## config.mk

```make
export PLATFORM = sky130hd
export DESIGN_NAME = fetch_unit
export DESIGN_NICKNAME = d
export VERILOG_FILES = /design/src/rtl/fetch_unit.sv
export SDC_FILE = /design/constraint.sdc
export NUM_CORES = 1
export LEC_CHECK = 0
export CAP_MARGIN = 10
export CORE_AREA = 3 3 178 180
export CTS_BUF_LIST = sky130_fd_sc_hd__clkbuf_16
export DETAILED_ROUTE_END_ITERATION = 8
export DIE_AREA = 0 0 181 183
export DONT_BUFFER_PORTS = 1
export GPL_TIMING_DRIVEN = 0
export HOLD_SLACK_MARGIN = 0.12
export PLACE_DENSITY = 0.72
export SLEW_MARGIN = 20
export SYNTH_ARGS = -nofsm -noshare
export SYNTH_HDL_FRONTEND = slang
export SYNTH_SLANG_ARGS = --single-unit
export TNS_END_PERCENT = 50
```

## constraint.sdc

```tcl
create_clock -name clk -period 3.25 [get_ports clk]
set_clock_uncertainty 0.05 [all_clocks]
set_input_delay 0.65 -clock clk [delete_from_list [all_inputs] [get_ports clk]]
set_output_delay 0.65 -clock clk [all_outputs]
set_load 0.01 [all_outputs]
```

## src/rtl/fetch_unit.sv

```systemverilog
// LEGv8 instruction fetch: PC register, single-outstanding imem request, one-entry instruction buffer.
// Optional performance counters are built when FETCH_PERF_CNT_EN is defined.
module fetch_unit #(
    parameter logic [63:0] RESET_PC = 64'h0
) (
    input  logic        clk,
    input  logic        reset,
    output logic        imem_req_valid,
    output logic [63:0] imem_req_addr,
    input  logic        imem_req_ready,
    input  logic        imem_resp_valid,
    input  logic [31:0] imem_resp_data,
    output logic        instr_valid,
    output logic [31:0] instr,
    output logic [63:0] instr_pc,
    input  logic        instr_ready,
    input  logic        redirect_valid,
    input  logic        redirect_is_reg,
    input  logic [63:0] redirect_base,
    input  logic [63:0] extended_address,
    input  logic [63:0] redirect_reg_target,
    output logic        misalign_err,
    output logic [63:0] pc
`ifdef FETCH_PERF_CNT_EN
    ,
    output logic [31:0] fetched_cnt,
    output logic [31:0] flushed_cnt
`endif
);

    typedef enum logic [1:0] {IDLE, REQ, WAIT, HOLD} state_t;

    state_t      state, state_nxt;
    logic        drop, drop_nxt;
    logic [63:0] pc_nxt;
    logic        req_valid_nxt;
    logic [63:0] req_addr_nxt;
    logic        instr_valid_nxt;
    logic [31:0] instr_nxt;
    logic [63:0] instr_pc_nxt;
    logic        misalign_nxt;
    logic        enter_req;
    logic [63:0] target_raw;
    logic [63:0] target;

    function automatic logic [63:0] word_align(input logic [63:0] addr);
        return {addr[63:2], 2'b00};
    endfunction

    always_comb begin
        target_raw      = redirect_is_reg ? redirect_reg_target : redirect_base + extended_address;
        target          = word_align(target_raw);
        state_nxt       = state;
        drop_nxt        = drop;
        pc_nxt          = pc;
        req_valid_nxt   = imem_req_valid;
        req_addr_nxt    = imem_req_addr;
        instr_valid_nxt = instr_valid;
        instr_nxt       = instr;
        instr_pc_nxt    = instr_pc;
        misalign_nxt    = redirect_valid && (target_raw[1:0] != 2'b00);
        enter_req       = 1'b0;

        case (state)
            IDLE: begin
                state_nxt = REQ;
                enter_req = 1'b1;
                if (redirect_valid) pc_nxt = target;
            end
            REQ: begin
                // The issued address stays put; a redirect only marks its response stale.
                if (redirect_valid) begin
                    pc_nxt   = target;
                    drop_nxt = 1'b1;
                end
                if (imem_req_ready) begin
                    req_valid_nxt = 1'b0;
                    state_nxt     = WAIT;
                end
            end
            WAIT: begin
                if (imem_resp_valid) begin
                    if (drop || redirect_valid) begin
                        drop_nxt  = 1'b0;
                        state_nxt = REQ;
                        enter_req = 1'b1;
                        if (redirect_valid) pc_nxt = target;
                    end else begin
                        instr_nxt       = imem_resp_data;
                        instr_pc_nxt    = pc;
                        pc_nxt          = pc + 64'd4;
                        instr_valid_nxt = 1'b1;
                        state_nxt       = HOLD;
                    end
                end else if (redirect_valid) begin
                    pc_nxt   = target;
                    drop_nxt = 1'b1;
                end
            end
            HOLD: begin
                if (redirect_valid || instr_ready) begin
                    instr_valid_nxt = 1'b0;
                    state_nxt       = REQ;
                    enter_req       = 1'b1;
                    if (redirect_valid) pc_nxt = target;
                end
            end
            default: state_nxt = IDLE;
        endcase

        if (enter_req) begin
            req_valid_nxt = 1'b1;
            req_addr_nxt  = pc_nxt;
        end
    end

    always_ff @(posedge clk) begin
        if (reset) begin
            state          <= IDLE;
            drop           <= 1'b0;
            pc             <= RESET_PC;
            imem_req_valid <= 1'b0;
            imem_req_addr  <= 64'h0;
            instr_valid    <= 1'b0;
            instr          <= 32'h0;
            instr_pc       <= 64'h0;
            misalign_err   <= 1'b0;
        end else begin
            state          <= state_nxt;
            drop           <= drop_nxt;
            pc             <= pc_nxt;
            imem_req_valid <= req_valid_nxt;
            imem_req_addr  <= req_addr_nxt;
            instr_valid    <= instr_valid_nxt;
            instr          <= instr_nxt;
            instr_pc       <= instr_pc_nxt;
            misalign_err   <= misalign_nxt;
        end
    end

`ifdef FETCH_PERF_CNT_EN
    logic fetched_inc;
    logic flushed_inc;

    // A flush is either a discarded memory response or a buffered instruction killed by redirect.
    always_comb begin
        fetched_inc = (state == WAIT) && imem_resp_valid && !drop && !redirect_valid;
        flushed_inc = ((state == WAIT) && imem_resp_valid && (drop || redirect_valid)) ||
                      ((state == HOLD) && redirect_valid);
    end

    always_ff @(posedge clk) begin
        if (reset) begin
            fetched_cnt <= 32'h0;
            flushed_cnt <= 32'h0;
        end else begin
            if (fetched_inc) fetched_cnt <= fetched_cnt + 32'd1;
            if (flushed_inc) flushed_cnt <= flushed_cnt + 32'd1;
        end
    end
`endif

endmodule
```

==> reports/metrics.cfg <==
[logic_synthesis]
synth_top_cell_by_area=dfxtp_1
synth-seq-cells=230
synthAdderAreaFrac_pct=6.20
synthesis.instances=1929
synth_top_area_share_pct=32.8
synth_edf_count=0
synthTopCellsByArea=dfxtp_1, nand2_1, a21oi_1
synth-simple-area-share_pct=23.7
synth-seq-area-share_pct=32.8
synth.most_common_cell=nand2_1
synth_cell_types=76
ys.flop_type=dfxtp_1
synthXorXnorAreaFrac_pct=3.80
synth_top_family_by_area=compound AO/OA/AOI/OAI gates
syn_area_per_cell_sq_um=7.28
synth_area_sq_um=14000
synth_compound_area_share_pct=28.3
async_flop_share_pct=0
synth.area.mux_share_pct=0.739
synthTopCellsByCount=nand2_1, a21oi_1, dfxtp_1, nor2_1, o21ai_0
synth_nets=2229
yosys_warnings=0

[grt]
grt_max_degree=15
grt_overflow=0
grt_pass1_wl_mm=92.7
grt_pass1_vias=14466
track_usage_pct=35.9
antenna_found_initial=4

[floorplanning]
die_w_microns=181
coreArea_sq_um=30300
die-area_sq_um=33100
start_util_pct=46.3
die_h_microns=183
pin_count=458
row_count=64

[clock_network]
htree_levels=1
cts_buffers=22
cts_root_buf=clkbuf_16
cts_tree=done
ctsHoldBuffers=0
clk_latency_ns=0.53
cts.clk_slew.worst_paths_ns=0.07
clock_sinks=230
cts_max_path_buffers=3

[timing]
tightestPinTransition_ns=1.06
hold_viol=0
finalCriticalPeriod_ns=3.25
finalWorstSetupSlack_ns=-0.00416
drv_slew=0
fmax_mhz=307
rsz0062_at_grt=yes
period_share_pct=100
setup_violations=1
relSlewSlack_pct=28.1

[power]
p_total_mw=7.93
power_density_nw_per_um2=505
leakagePower_nw=5.75
irDropWorstVdd_uv=316

[setup_path]
critPathArrivalTime_ns=3.64
criticalPathCategory=primary input to flop
cp-endpoint=imem_req_addr[36]
path_cells=ha_2 > inv_2 > fa_2 > nor2b_2 > o31a_1 > o31a_1 > a211oi_4 > o211ai_1 > buf_4 > a41o_4 > a41oi_2 > xnor2_1 > mux2i_2 > buf_4 > o31ai_1
crit_family=compound AO/OA/AOI/OAI gates
startpoint=redirect_base[0]
cp-start-kind=primary input
cpMaxStageDelayCell=o31a_1
cpPeakStageDelay_ns=0.35
reg2reg_from=pc[25]
r2r_slack_ns=0.03
worstPathRequired_ns=3.63
cp.depth=15
crit_fanout=5
worst-path-buf-inv=3
worst_r2r_endpoint=imem_req_addr[60]
ff2ff_path_depth=11
end_kind=flop

[drt]
ant_nets=0
vias=15489
wl_per_cell_microns=26.8
vias_per_cell=6.53
wl_mm=63.6
drtIter0Drc=1634
dr.pass1.iters=9
drc=0

[cells_and_area]
regArea_sq_um=4660
fin_area_sq_um=15700
drive_above_1_share_pct=7.61
nets=2255
fillers=3041
area_growth_pct=11.8
multi_input_area_sq_um=9100

[placement]
place_ws_ns=-0.866
gp_congestion=0.996
io_buffers=0
place_area_sq_um=14600
dp_hpwl_mm=50.4

[outcome]
violations=setup timing
run_status=finished, violations left

[flow_run]
cap_violations=0

[min_path]
min_path_type=primary input to flop

-- worst min path at each step --
stage | startpoint | end | slack [ns] | cells after the start
after CTS | imem_resp_data[27] | instr[27] | 0.20 | 2
final | imem_resp_data[30] | instr[30] | 0.21 | 2
after detailed placement | instr[8] | instr[8] | 0.45 | 2
after global placement | instr_pc[40] | instr_pc[40] | 0.44 | 2
after floorplan | imem_req_addr[0] | imem_req_addr[0] | 0.43 | 2
after global routing | imem_resp_data[30] | instr[30] | 0.21 | 2
-- through the flow --
stage               hold WS, ns  TNS [ns]  util (%)  std cells
finish                    0.209  -0.00416      51.7       2372
global route              0.210    -0.472      51.7       2370
CTS                       0.203   -0.0711      50.8       2371
detailed placement        0.445    -72.68      48.1       2325
global placement          0.439    -66.27      48.1       2325
floorplan                 0.426  -0.00362         -       1929
-- cell families after synthesis --
| logic type | Yosys count |
|---|---|
| simple gates | 742 |
| compound gates | 650 |
| flops | 230 |
| buf+inv | 167 |
| fa+ha+maj | 69 |
| xor+xnor | 61 |
| mux | 10 |
-- worst reg2reg max path: cells and delay by family (launching register included) --
family	cells	cell delay [ns]
flip-flops	1	0.51
AO/OA/AOI/OAI	3	0.49
AND/OR/NAND/NOR	6	1.63
buffers and inverters	1	0.20
multiplexers	1	0.29
-- final cells by class --
| type | instances | share of cell area, % |
|---|---|---|
| multi-input cells | 1532 | 58.0 |
| flip-flops and latches | 230 | 29.7 |
| clock buffers | 22 | 3.51 |
| plain buffers | 124 | 3.36 |
| well taps | 396 | 3.16 |
| clock inverters | 18 | 0.869 |
| inverters | 33 | 0.789 |
| repair buffers | 12 | 0.574 |
| diodes | 5 | 0.0797 |
-- layer usage --
layer	share of wire [%]	GRT usage (%)	wire, microns	up-vias
li1	-	-	-	7023
met1	38	44.6	24100	7301
met2	45	58.6	28500	983
met3	12	11.0	7840	180
met4	4.9	14.4	3130	2
met5	0.019	0	12	-
-- power by group --
part / switching (mW) / leakage [nW] / total [mW] / internal (mW)
combinational: 1.29 / 3.50 / 1.93 / 0.641
sequential: 0.455 / 1.89 / 3.50 / 3.04
clock: 1.11 / 0.356 / 2.50 / 1.39
total: 2.86 / 5.75 / 7.93 / 5.07
-- cell usage in the layout, fill, tap and decap left out, types with 11 or more instances in the layout --
cell type	count
xor2_1	21
dfxtp_1	207
a21oi_1	261
nand3_1	46
and3_1	28
nand2_1	351
buf_4	15
o21bai_1	12
o21ai_0	122
clkbuf_1	96
a21o_1	36
nor3_1	34
a221oi_1	14
nor2_1	161
o21a_1	11
dfxtp_2	14
and2_1	13
a211oi_1	29
o211ai_1	13
clkbuf_2	13
and4_1	12
nand4_1	38
inv_1	37
a31oi_1	33
clkbuf_16	22
o22ai_1	20
ha_1	66
xnor2_1	38
-- registers in the layout, indices dropped and copies added (netlist names), 2 cells and up --
register	cells
imem_req_addr	64
instr_pc	64
pc	64
state	2
instr	32
-- repair_timing --
| item | in CTS | in global routing |
|---|---|---|
| gates resized for setup | 50 | 72 |
| setup endpoints to repair | 196 | 188 |
| hold endpoints to repair | 0 | 0 |
| gates cloned | 0 | 0 |
| buffers inserted | 6 | 6 |
| pin swaps | 3 | 4 |
No activity file was read; power rests on OpenSTA's default activity.
